--- src/rtl/bcd_pkg.sv ---
// Shared BCD definitions: digit width, digit limit, counter state encoding and digit validation.
package bcd_pkg;

  localparam int unsigned DIGIT_W = 4;
  localparam logic [DIGIT_W-1:0] BCD_MAX = 4'd9;

  typedef enum logic [1:0] {
    StIdle = 2'b00,
    StRun  = 2'b01,
    StDone = 2'b10
  } state_e;

  function automatic logic is_valid_digit(input logic [DIGIT_W-1:0] digit);
    return digit <= BCD_MAX;
  endfunction

endpackage

--- src/rtl/bcd_decrementor.sv ---
// Single-digit BCD decrementor with borrow chaining.
// An invalid input digit produces 0 and no borrow.
module bcd_decrementor
  import bcd_pkg::*;
(
  input  logic [DIGIT_W-1:0] i_num,
  input  logic               i_borrow_in,
  output logic [DIGIT_W-1:0] o_result,
  output logic               o_borrow_out
);

  always_comb begin
    o_result     = '0;
    o_borrow_out = 1'b0;
    if (is_valid_digit(i_num)) begin
      if (!i_borrow_in) begin
        o_result = i_num;
      end else if (i_num == '0) begin
        o_result     = BCD_MAX;
        o_borrow_out = 1'b1;
      end else begin
        o_result = i_num - 4'd1;
      end
    end
  end

endmodule

--- src/rtl/bcd_down_counter.sv ---
// Multi-digit packed-BCD countdown counter: load, run on ticks down to zero, pulse done, halt.
// Optional macro BCD_DOWN_COUNTER_AUTO_RELOAD_EN restarts from the last loaded value after DONE.
module bcd_down_counter
  import bcd_pkg::*;
#(
  parameter int unsigned DIGITS = 4
) (
  input  logic                  i_clk,
  input  logic                  i_rst,
  input  logic                  i_load,
  input  logic [4*DIGITS-1:0]   i_load_value,
  input  logic                  i_start,
  input  logic                  i_stop,
  input  logic                  i_tick,
  output logic [4*DIGITS-1:0]   o_count,
  output logic                  o_running,
  output logic                  o_zero,
  output logic                  o_done,
  output logic                  o_load_err
);

  localparam int unsigned CountW = 4 * DIGITS;

  state_e              state_q, state_d;
  logic [CountW-1:0]   count_q, count_d;
  logic                load_err_q, load_err_d;
  logic [CountW-1:0]   dec_count;
  logic                borrow [DIGITS+1];
  logic                load_ok;

`ifdef BCD_DOWN_COUNTER_AUTO_RELOAD_EN
  logic [CountW-1:0]   reload_q, reload_d;
`endif

  assign borrow[0] = 1'b1;

  for (genvar i = 0; i < DIGITS; i++) begin : g_digit
    bcd_decrementor u_dec (
      .i_num        (count_q[DIGIT_W*i +: DIGIT_W]),
      .i_borrow_in  (borrow[i]),
      .o_result     (dec_count[DIGIT_W*i +: DIGIT_W]),
      .o_borrow_out (borrow[i+1])
    );
  end

  always_comb begin
    load_ok = 1'b1;
    for (int i = 0; i < int'(DIGITS); i++) begin
      if (!is_valid_digit(i_load_value[DIGIT_W*i +: DIGIT_W])) load_ok = 1'b0;
    end
  end

  always_comb begin
    state_d    = state_q;
    count_d    = count_q;
    load_err_d = 1'b0;
`ifdef BCD_DOWN_COUNTER_AUTO_RELOAD_EN
    reload_d   = reload_q;
`endif
    if (i_load) begin
      if (load_ok) begin
        count_d = i_load_value;
        state_d = StIdle;
`ifdef BCD_DOWN_COUNTER_AUTO_RELOAD_EN
        reload_d = i_load_value;
`endif
      end else begin
        load_err_d = 1'b1;
        // DONE is a one-cycle state even when a bad load is rejected there.
        if (state_q == StDone) state_d = StIdle;
      end
    end else begin
      unique case (state_q)
        StIdle: begin
          if (!i_stop && i_start && (count_q != '0)) state_d = StRun;
        end
        StRun: begin
          if (i_stop) begin
            state_d = StIdle;
          end else if (i_tick && !borrow[DIGITS]) begin
            // A final borrow out of the top digit would mean underflow; never taken.
            count_d = dec_count;
            if (dec_count == '0) state_d = StDone;
          end
        end
        StDone: begin
`ifdef BCD_DOWN_COUNTER_AUTO_RELOAD_EN
          if (i_stop || (reload_q == '0)) begin
            state_d = StIdle;
          end else begin
            count_d = reload_q;
            state_d = StRun;
          end
`else
          state_d = StIdle;
`endif
        end
        default: state_d = StIdle;
      endcase
    end
  end

  always_ff @(posedge i_clk) begin
    if (i_rst) begin
      state_q    <= StIdle;
      count_q    <= '0;
      load_err_q <= 1'b0;
    end else begin
      state_q    <= state_d;
      count_q    <= count_d;
      load_err_q <= load_err_d;
    end
  end

`ifdef BCD_DOWN_COUNTER_AUTO_RELOAD_EN
  always_ff @(posedge i_clk) begin
    if (i_rst) reload_q <= '0;
    else       reload_q <= reload_d;
  end
`endif

  assign o_count    = count_q;
  assign o_running  = (state_q == StRun);
  assign o_done     = (state_q == StDone);
  assign o_zero     = (count_q == '0);
  assign o_load_err = load_err_q;

endmodule

--- config.mk ---
export PLATFORM = sky130hd
export DESIGN_NAME = bcd_down_counter
export DESIGN_NICKNAME = d
export VERILOG_FILES = /design/src/rtl/bcd_pkg.sv /design/src/rtl/bcd_decrementor.sv /design/src/rtl/bcd_down_counter.sv
export SDC_FILE = /design/constraint.sdc
export NUM_CORES = 1
export LEC_CHECK = 0
export BUFFER_PORTS_ARGS = -buffer_cell sky130_fd_sc_hd__buf_2
export CAP_MARGIN = 15
export CORE_UTILIZATION = 25
export DETAILED_ROUTE_END_ITERATION = 8
export GPL_ROUTABILITY_DRIVEN = 1
export GPL_TIMING_DRIVEN = 0
export PLACE_DENSITY = 0.44
export RECOVER_POWER = 25
export SETUP_SLACK_MARGIN = 0.05
export SYNTH_ARGS = -nofsm -noshare
export SYNTH_HDL_FRONTEND = slang
export SYNTH_SLANG_ARGS = --single-unit
--- constraint.sdc ---
create_clock -name i_clk -period 6.85 [get_ports i_clk]
set_input_delay 0.685 -clock i_clk [delete_from_list [all_inputs] [get_ports i_clk]]
set_output_delay 0.685 -clock i_clk [all_outputs]
set_load 0.05 [all_outputs]
Word-level counts from Yosys, hierarchy flattened

Cells that the tools add are included.

Bits in registers: 19
Output and inout port bits: 20
Bits of input ports: 22
Logic and storage cells: 82

Reductions and logical operators: 18
Mux-type cells: 40
$lt $le $gt $ge: 8
Bitwise operators: 1
Eq/ne operators: 8
Add/sub/neg operators: 4

Operators with widths:

| cell                | number |
|---|---|
| $mux 16             | 5 |
| $mux 4              | 11 |
| $le 4x4->1 const B  | 8 |
| $logic_not 16->1    | 2 |
| $logic_not 4->1     | 4 |
| $mux 1              | 16 |
| $reduce_bool 16->1  | 1 |
| $sub 4x1->4 const B | 4 |
| $mux 2              | 7 |
| $ne 4x3->1 const B  | 2 |
| $reduce_and 4->1    | 2 |
| $pmux 2 s2          | 1 |
| $reduce_bool 2->1   | 2 |
| $logic_and 1x1->1   | 3 |
| $ne 3x1->1 const B  | 1 |
| $ne 3x3->1 const B  | 1 |
| $eq 2x1->1 const B  | 1 |
| $eq 2x2->1 const B  | 1 |
| $logic_not 1->1     | 2 |
| $logic_not 2->1     | 1 |
| $ne 2x1->1 const B  | 1 |
| $ne 2x2->1 const B  | 1 |
| $reduce_or 2->1     | 1 |
| $not 1->1           | 1 |

Longest topological paths before layout

Gate-level depths: netlist (run 1).

Depth after elaboration: 15
Gate-level depth with buffers: 10

By module

Synthesis (run 1) repeated with hierarchy kept, for this count alone.

Cell total of the unflattened synthesis: 153
Area, all modules: 1,312.5 um^2

By module, submodules not included:

| module           | times used | seq. area each (um^2) | cells each | area an instance (um^2) |
|---|---|---|---|---|
| bcd_down_counter | 1          | 380.4                 | 93         | 937.1 |
| bcd_decrementor  | 4          | 0.0                   | 15         | 93.8 |

Worst setup path after synthesis (run 1)

Ideal clock, no wire load.

Path type: register to register
Start: register count_q[1], in the netlist o_count[1]
End: register count_q[0], in the netlist o_count[0]
Arrival: 2,879 ps
Path slack: 3,837 ps
Buffers on the path: 2
Cell stages (with the launch flop): 10
Data required time: 6,716 ps
Path through: dfxtp_1 inv_1 ha_1 or4b_1 buf_2 nor4b_4 o22ai_1 clkbuf_1 o211ai_1 a21oi_1

Cells in the longest elaborated chain, start to end: 13
Elaborated cells between the ends (all ways): 20
Classes of those cells: 1 x order compare; 14 x mux; 5 x reduce/logical

RTL lines:

| item                                                                | RTL line                | source |
|---|---|---|
| start: declaration                                                  | bcd_down_counter.sv:25  | `logic [CountW-1:0] count_q, count_d;` |
| start signal: assignment                                            | bcd_down_counter.sv:110 | `count_q <= count_d;` |
| parallel branches: the longest is 13 deep, another holds $le 4x4->1 | -                       |  |

Several ways; the timed one is not identified. The select of a mux whose other input is x is not followed.
A chain may end at the register's enable or synchronous reset.

Worst setup path in the final report (run 1)

Start: register count_q[0], in the netlist o_count[0]
End: output o_zero

Cells in the longest elaborated chain, start to end: 1

RTL lines:

| item             | RTL line                | source |
|---|---|---|
| $logic_not 16->1 | bcd_down_counter.sv:125 | `assign o_zero = (count_q == '0);` |
| end: declaration | bcd_down_counter.sv:17  | `output logic o_zero,` |

No other way between the ends.

==> impl_metrics.py, run 1 <==
metrics = {
    "hold_path": {
        "hp-start": "o_count[8]",
        "min_path_type": "register to register",
        "hold_end": "o_count[8]",
        "whs_path_depth": 2,
    },
    "critical_path": {
        "cp-end-kind": "primary output",
        "reg2reg_depth": 9,
        "cpLargestDelayFamily": "simple AND/OR/NAND/NOR gates",
        "worstReg2RegStart": "o_count[0]",
        "cp_common_cell": "buf_2",
        "r2r-end": "o_count[0]",
        "cpMaxStageDelayCell": "or4b_1",
        "crit_chain": "inv_1, ha_1, or4b_1, buf_2, nor4b_4, buf_2",
        "start_kind": "register",
        "max_stage_delay_ps": 450,
        "path_depth": 6,
        "crit_required_ps": 6160,
        "cp_num_buf_inv": 3,
        "r2r_setup_slack_ps": 4070,
        "path_max_fanout": 8,
        "cp_data_arrival_time_ps": 2380,
        "critical_path_class": "register to primary output",
    },
    "pwr": {
        "sequentialPowerShare_pct": 35.8,
        "p_int_uw": 205,
        "p_per_area_nw_per_um2": 185,
        "p_comb_share_pct": 39.3,
        "ir_drop_v": 0.0000615,
        "power.static_leakage_uw": 0.000704,
        "pwr-share-clk_pct": 24.9,
        "net-switching-power_uw": 136,
        "power_uw": 341,
        "switching_share_pct": 39.9,
    },
    "synthesis": {
        "avgSynthCellArea_um2": 7.72,
        "yosysTopAreaCellShare_pct": 25.0,
        "synth_edf_count": 0,
        "yosysSeqAreaShare_pct": 25.0,
        "yosysWarnings": 0,
        "syn_nets": 221,
        "synth-seq-cells": 19,
        "yosys.cell_types.count": 59,
        "synth_flop_cell": "dfxtp_1",
        "async_reset_ff_share_pct": 0,
        "synthCells": 197,
        "synth.area.top_cells": "dfxtp_1, a21oi_1, o21ai_0",
        "syn-cell-area_um2": 1520,
        "yosys.area.top_type": "dfxtp_1",
    },
    "die": {
        "core_um2": 5890,
        "ios": 42,
        "die-area_um2": 6400,
        "die_w_um": 80.0,
        "start_util_pct": 25.8,
        "rows": 28,
        "dieHeight_um": 80.0,
    },
    "sta": {
        "finalMaxSlewViolations": 0,
        "final.setup.tns_ps": 0,
        "fmax_mhz": 326,
        "fin_hold_ws_ps": 555,
        "final.period_utilization_pct": 44.8,
        "worstMarginPinSlew_ps": 627,
        "hold_viol_final": 0,
        "slew_headroom_pct": 58.2,
        "fin_crit_ps": 3070,
        "rsz0062_at_grt": "no",
        "fin_worst_skew_ps": 5.32,
        "setup_violations": 0,
    },
    "clock_network": {
        "root_buffer": "clkbuf_8",
        "ctsHtreeMaxLevel": 1,
        "cts_sinks": 19,
        "post_cts_resized": 0,
        "postCtsSetupBuffers": 0,
        "clkTransAtPathRegs_ps": 90,
        "ctsHoldBuffers": 0,
        "numCtsBuffers": 3,
        "clk_latency_ps": 270,
        "clockBufferDepth": 2,
        "cts_tree": "built",
    },
    "routing": {
        "wl_per_cell_um": 16.0,
        "drt-total-wl_um": 5050,
        "drc": 0,
        "vias": 1670,
        "drt_pass1_iterations": 4,
        "vias_per_cell": 5.30,
        "drt_iter0_drc": 81,
        "ant_nets": 0,
    },
    "cells_and_area": {
        "drive_gt1_share_pct": 20.4,
        "fin_util_pct": 31.4,
        "final_nets": 265,
        "area_growth_pct": 21.4,
        "antenna_cells": 0,
    },
    "place": {
        "gp_congestion": 0.745,
        "place_hpwl_um": 3700,
        "io_buffers": 39,
    },
    "grt": {
        "grt_max_degree": 12,
        "antenna_found_initial": 0,
        "grt_first_pass_wirelength_um": 8170,
        "grt-ovfl-total": 0,
        "grt_pass1_vias": 1576,
        "gr-usage-all-layers_pct": 16.8,
    },
    "status": {
        "status": "finished clean",
    },
    "flow_run": {
        "drv_cap": 0,
    },
}
## layout by cell type (no fill, tap or decap), drive strengths merged, types with 2 or more instances in the layout
master   netlist  layout
buf            7      37
or3b           2       2
a211oi         4       4
o31ai          2       2
xnor2          2       2
o2111ai        2       2
nand3          5       5
nor4           4       4
inv            6       6
a21oi         13      13
dfxtp         19      19
or4b           2       2
or3            3       3
nand2b         8       8
nor2b          7       7
nor2          14      14
ha             2       2
o211ai         8       8
a31oi          2       2
nand2         12      12
nor4b          4       4
or4            2       2
o21ai         15      15
mux2i          4       4
nor3          12      12
a221oi         3       3
clkbuf        11      23
## cell usage after synthesis, drive strengths merged (3+ instances only)
library cell,n
dfxtp,19
o21ai,15
nor2,14
a21oi,13
nand2,12
nor3,12
clkbuf,11
nand2b,8
o211ai,8
buf,7
nor2b,7
inv,6
nand3,5
a211oi,4
mux2i,4
nor4,4
nor4b,4
a221oi,3
or3,3
## power by group through the flow
stage | Sequential, uW | Clock, uW | Combinational (uW)
after CTS | 122 | 89.5 | 136
after global placement | 125 | 0 | 136
final | 122 | 85.0 | 134
after detailed placement | 124 | 0 | 135
after floorplan | 138 | 0 | 87.4
after global routing | 123 | 95.2 | 147
## kinds of logic (layout without fill, tap and decap cells)
family          count (synthesis)  count (layout)  share of synthesized area [%]
xor+xnor                        3               3                           1.73
buf+inv                        24              67                           8.15
flops                          19              19                           25.0
fa+ha+maj                       2               2                           1.65
compound gates                 63              63                           28.3
simple gates                   81              81                           31.8
mux                             5               5                           3.37
## metal layers
metal | wire [um] | vias up | GRT usage [%]
li1 | - | 830 | -
met1 | 2350 | 787 | 22.4
met2 | 2380 | 48 | 28.1
met3 | 263 | 5 | 2.29
met4 | 52 | 0 | 4.29
met5 | 0 | - | 0
## metrics by stage
step / cell area, um^2 / cells / setup WS [ps]
floorplan: 1520 / 197 / 3840
global route: 1850 / 315 / 3660
detailed placement: 1810 / 311 / 3950
finish: 1850 / 315 / 3780
CTS: 1860 / 315 / 3780
global placement: 1810 / 311 / 3950
## registers in the layout (all words and copies together), names as in the netlist
signal / cells
o_count: 16
o_load_err: 1
state_q: 2
## cell type report
type                    count  area (um^2)
multi-input cells         154         1020
clock buffers               3         41.3
flip-flops and latches     19          380
plain buffers              18          101
well taps                  75         93.8
repair buffers             39          185
inverters                   6         22.5
fillers                   656         4040
clock inverters             1         5.00
## worst max path at each step
stage / to / startpoint / slack (ps)
floorplan: o_count[0] / o_count[1] / 3840
global placement: o_count[9] / i_load / 3950
detailed placement: o_count[0] / i_load / 3950
CTS: o_zero / o_count[0] / 3780
global route: o_zero / o_count[0] / 3660
finish: o_zero / o_count[0] / 3780
## worst register-to-register path: stages, from the launching register on
cell,delay [ps]
dfxtp_1,390
inv_1,90
ha_1,280
or4b_1,450
buf_2,190
nor4b_4,390
o22ai_1,230
clkbuf_1,350
o211ai_1,210
a21oi_1,80
Power figures use the tool's default switching activity.
==> run 2, diff against run 1 <==
- ABC_AREA: not set -> 1
- PLACE_DENSITY: 0.44 -> 0.46
- clock period: 6.85 -> 2.8 ns (I/O delays scaled with it)
==> impl_metrics.py, run 2 <==
metrics = {
    "critical_path": {
        "crit_required_ps": 2970,
        "critical_path_class": "register to register",
        "start_kind": "register",
        "r2r_setup_slack_ps": 680,
        "reg2reg_depth": 12,
        "worstReg2RegStart": "o_count[0]",
        "cp-end-kind": "register",
        "cp_data_arrival_time_ps": 2280,
        "path_max_fanout": 10,
        "r2r-end": "o_count[1]",
    },
    "synthesis": {
        "synth-seq-cells": 19,
        "syn_nets": 281,
        "yosysWarnings": 0,
        "synthCells": 257,
        "avgSynthCellArea_um2": 5.98,
        "yosysSeqAreaShare_pct": 24.8,
        "synth_flop_cell": "dfxtp_1",
        "yosys.area.top_type": "dfxtp_1",
        "synth.area.top_cells": "dfxtp_1, nand2_1, o21ai_0",
        "synthTopCellsByCount": "nand2_1, inv_1, nor2_1",
        "yosysTopAreaCellShare_pct": 24.8,
        "synth_edf_count": 0,
        "async_reset_ff_share_pct": 0,
        "yosys.cell_types.count": 33,
        "syn-cell-area_um2": 1540,
        "synth.most_common_cell": "nand2_1",
    },
    "grt": {
        "antenna_found_initial": 0,
        "gr-usage-all-layers_pct": 14.9,
        "grt_pass1_vias": 1540,
        "grt_first_pass_wirelength_um": 7450,
        "grt_max_degree": 11,
        "grt-ovfl-total": 0,
    },
    "cells_and_area": {
        "mostFrequentLayoutCells": "nand2_1, inv_1, buf_2, nor2_1, o21ai_0",
        "n_fill_cell": 687,
        "final_common_cell": "nand2_1",
        "regArea_um2": 380,
        "final_nets": 325,
        "antenna_cells": 0,
        "final_cells": 375,
        "multi_input_area_um2": 966,
        "largest_reg_flops": 16,
        "drive_gt1_share_pct": 20.7,
        "area_growth_pct": 21.1,
    },
    "routing": {
        "wl_per_cell_um": 12.2,
        "ant_nets": 0,
        "drt_pass1_iterations": 4,
        "drt_iter0_drc": 70,
        "drt-total-wl_um": 4570,
        "vias": 1714,
        "vias_per_cell": 4.57,
        "drc": 0,
    },
    "clock_network": {
        "root_buffer": "clkbuf_8",
        "cts_sinks": 19,
        "numCtsBuffers": 3,
        "post_cts_resized": 0,
        "ctsHtreeMaxLevel": 1,
        "cts_tree": "built",
        "ctsHoldBuffers": 0,
        "postCtsSetupBuffers": 0,
        "clkTransAtPathRegs_ps": 80,
        "clk_latency_ps": 260,
        "clockBufferDepth": 2,
    },
    "pwr": {
        "ir_drop_v": 0.000222,
        "p_per_area_nw_per_um2": 521,
        "power.static_leakage_uw": 0.000903,
    },
    "die": {
        "rows": 28,
        "start_util_pct": 26.0,
        "die-area_um2": 6460,
        "core_um2": 5920,
        "dieHeight_um": 80.4,
        "ios": 42,
        "die_w_um": 80.4,
    },
    "hold_path": {
        "whs_path_depth": 3,
        "hp-start": "i_load_value[15]",
        "hold_end": "o_count[15]",
        "min_path_type": "input pin to register",
    },
    "place": {
        "gp_congestion": 0.814,
        "place_hpwl_um": 3620,
        "dp_cells": 371,
        "io_buffers": 39,
    },
    "sta": {
        "final.period_utilization_pct": 75.6,
        "rsz0062_at_grt": "no",
        "setup_violations": 0,
        "fmax_mhz": 472,
        "slew_headroom_pct": 60.4,
        "worstMarginPinSlew_ps": 597,
        "fin_crit_ps": 2120,
        "hold_viol_final": 0,
        "finalMaxSlewViolations": 0,
        "fin_worst_skew_ps": 12.2,
        "fin_hold_ws_ps": 300,
        "final.setup.tns_ps": 0,
    },
    "flow_run": {
        "drv_cap": 0,
    },
    "status": {
        "status": "finished clean",
    },
}
run 2: cell count changes in the layout (fill, tap and decap cells not counted), sizes merged, moves of 6 or more:
cell	change
nand2	+63
nand3	+9
nor2	+24
nor2b	-7
clkbuf	-6
nand2b	-8
nor3	-11
inv	+29
o21ai	+18
run 2: cell type report:
class,count,area share [%]
multi-input cells,192,51.9
inverters,37,7.53
flip-flops and latches,19,20.4
plain buffers,9,2.69
well taps,75,5.04
repair buffers,39,9.95
clock buffers,4,2.42
run 2: kinds of logic (layout without fill, tap and decap cells):
group | Yosys count | in the layout | share of synthesized area, %
flops | 19 | 19 | 24.8
simple gates | 132 | 132 | 39.3
fa+ha+maj | 2 | 2 | 1.63
buf+inv | 46 | 89 | 12.4
compound gates | 58 | 58 | 21.9
run 2: worst max-delay path by stage:
| stage | end | cells past startpoint | startpoint |
|---|---|---|---|
| 2_1_floorplan | o_count[1] | 12 | o_count[0] |
| 3_3_place_gp | o_count[1] | 12 | o_count[0] |
| 3_5_place_dp | o_count[1] | 12 | o_count[0] |
| 4_1_cts | o_count[1] | 12 | o_count[0] |
| 5_1_grt | state_q[0] | 14 | o_count[0] |
| 6_report | o_count[1] | 12 | o_count[0] |
run 2: critical path, cell delays in order (launching register included):
cell      delay [ps]
dfxtp_1          400
inv_1            100
ha_1             290
nand2_4          170
nor2_8            70
nand2_2          100
inv_2             40
nor2_2           130
nand4_1          110
nand2_2          130
buf_2            230
nor2_1            70
a311oi_2         170
run 2: stage by stage:
step | total power [uW] | cell area, um^2 | worst slack [ps] | util [%]
floorplan | 673 | 1540 | 473 | -
global placement | 785 | 1830 | 677 | 30.8
detailed placement | 782 | 1830 | 690 | 30.8
CTS | 983 | 1870 | 666 | 31.6
global route | 1050 | 1860 | 421 | 31.4
finish | 969 | 1860 | 683 | 31.4
run 2: per-layer routing:
metal / share of wire (%) / wire length (um) / GRT usage, % / vias up
li1: - / - / - / 907
met1: 52 / 2380 / 22.4 / 768
met2: 43 / 1970 / 21.9 / 37
met3: 4.4 / 201 / 2.16 / 2
met4: 0.46 / 21 / 3.21 / 0
met5: 0 / 0 / 0 / -
run 2: where the power goes:
part | switching [uW] | internal (uW) | leakage, uW
Clock | 95.8 | 101 | 0.0000228
Sequential | 22.4 | 289 | 0.000155
Combinational | 323 | 138 | 0.000725
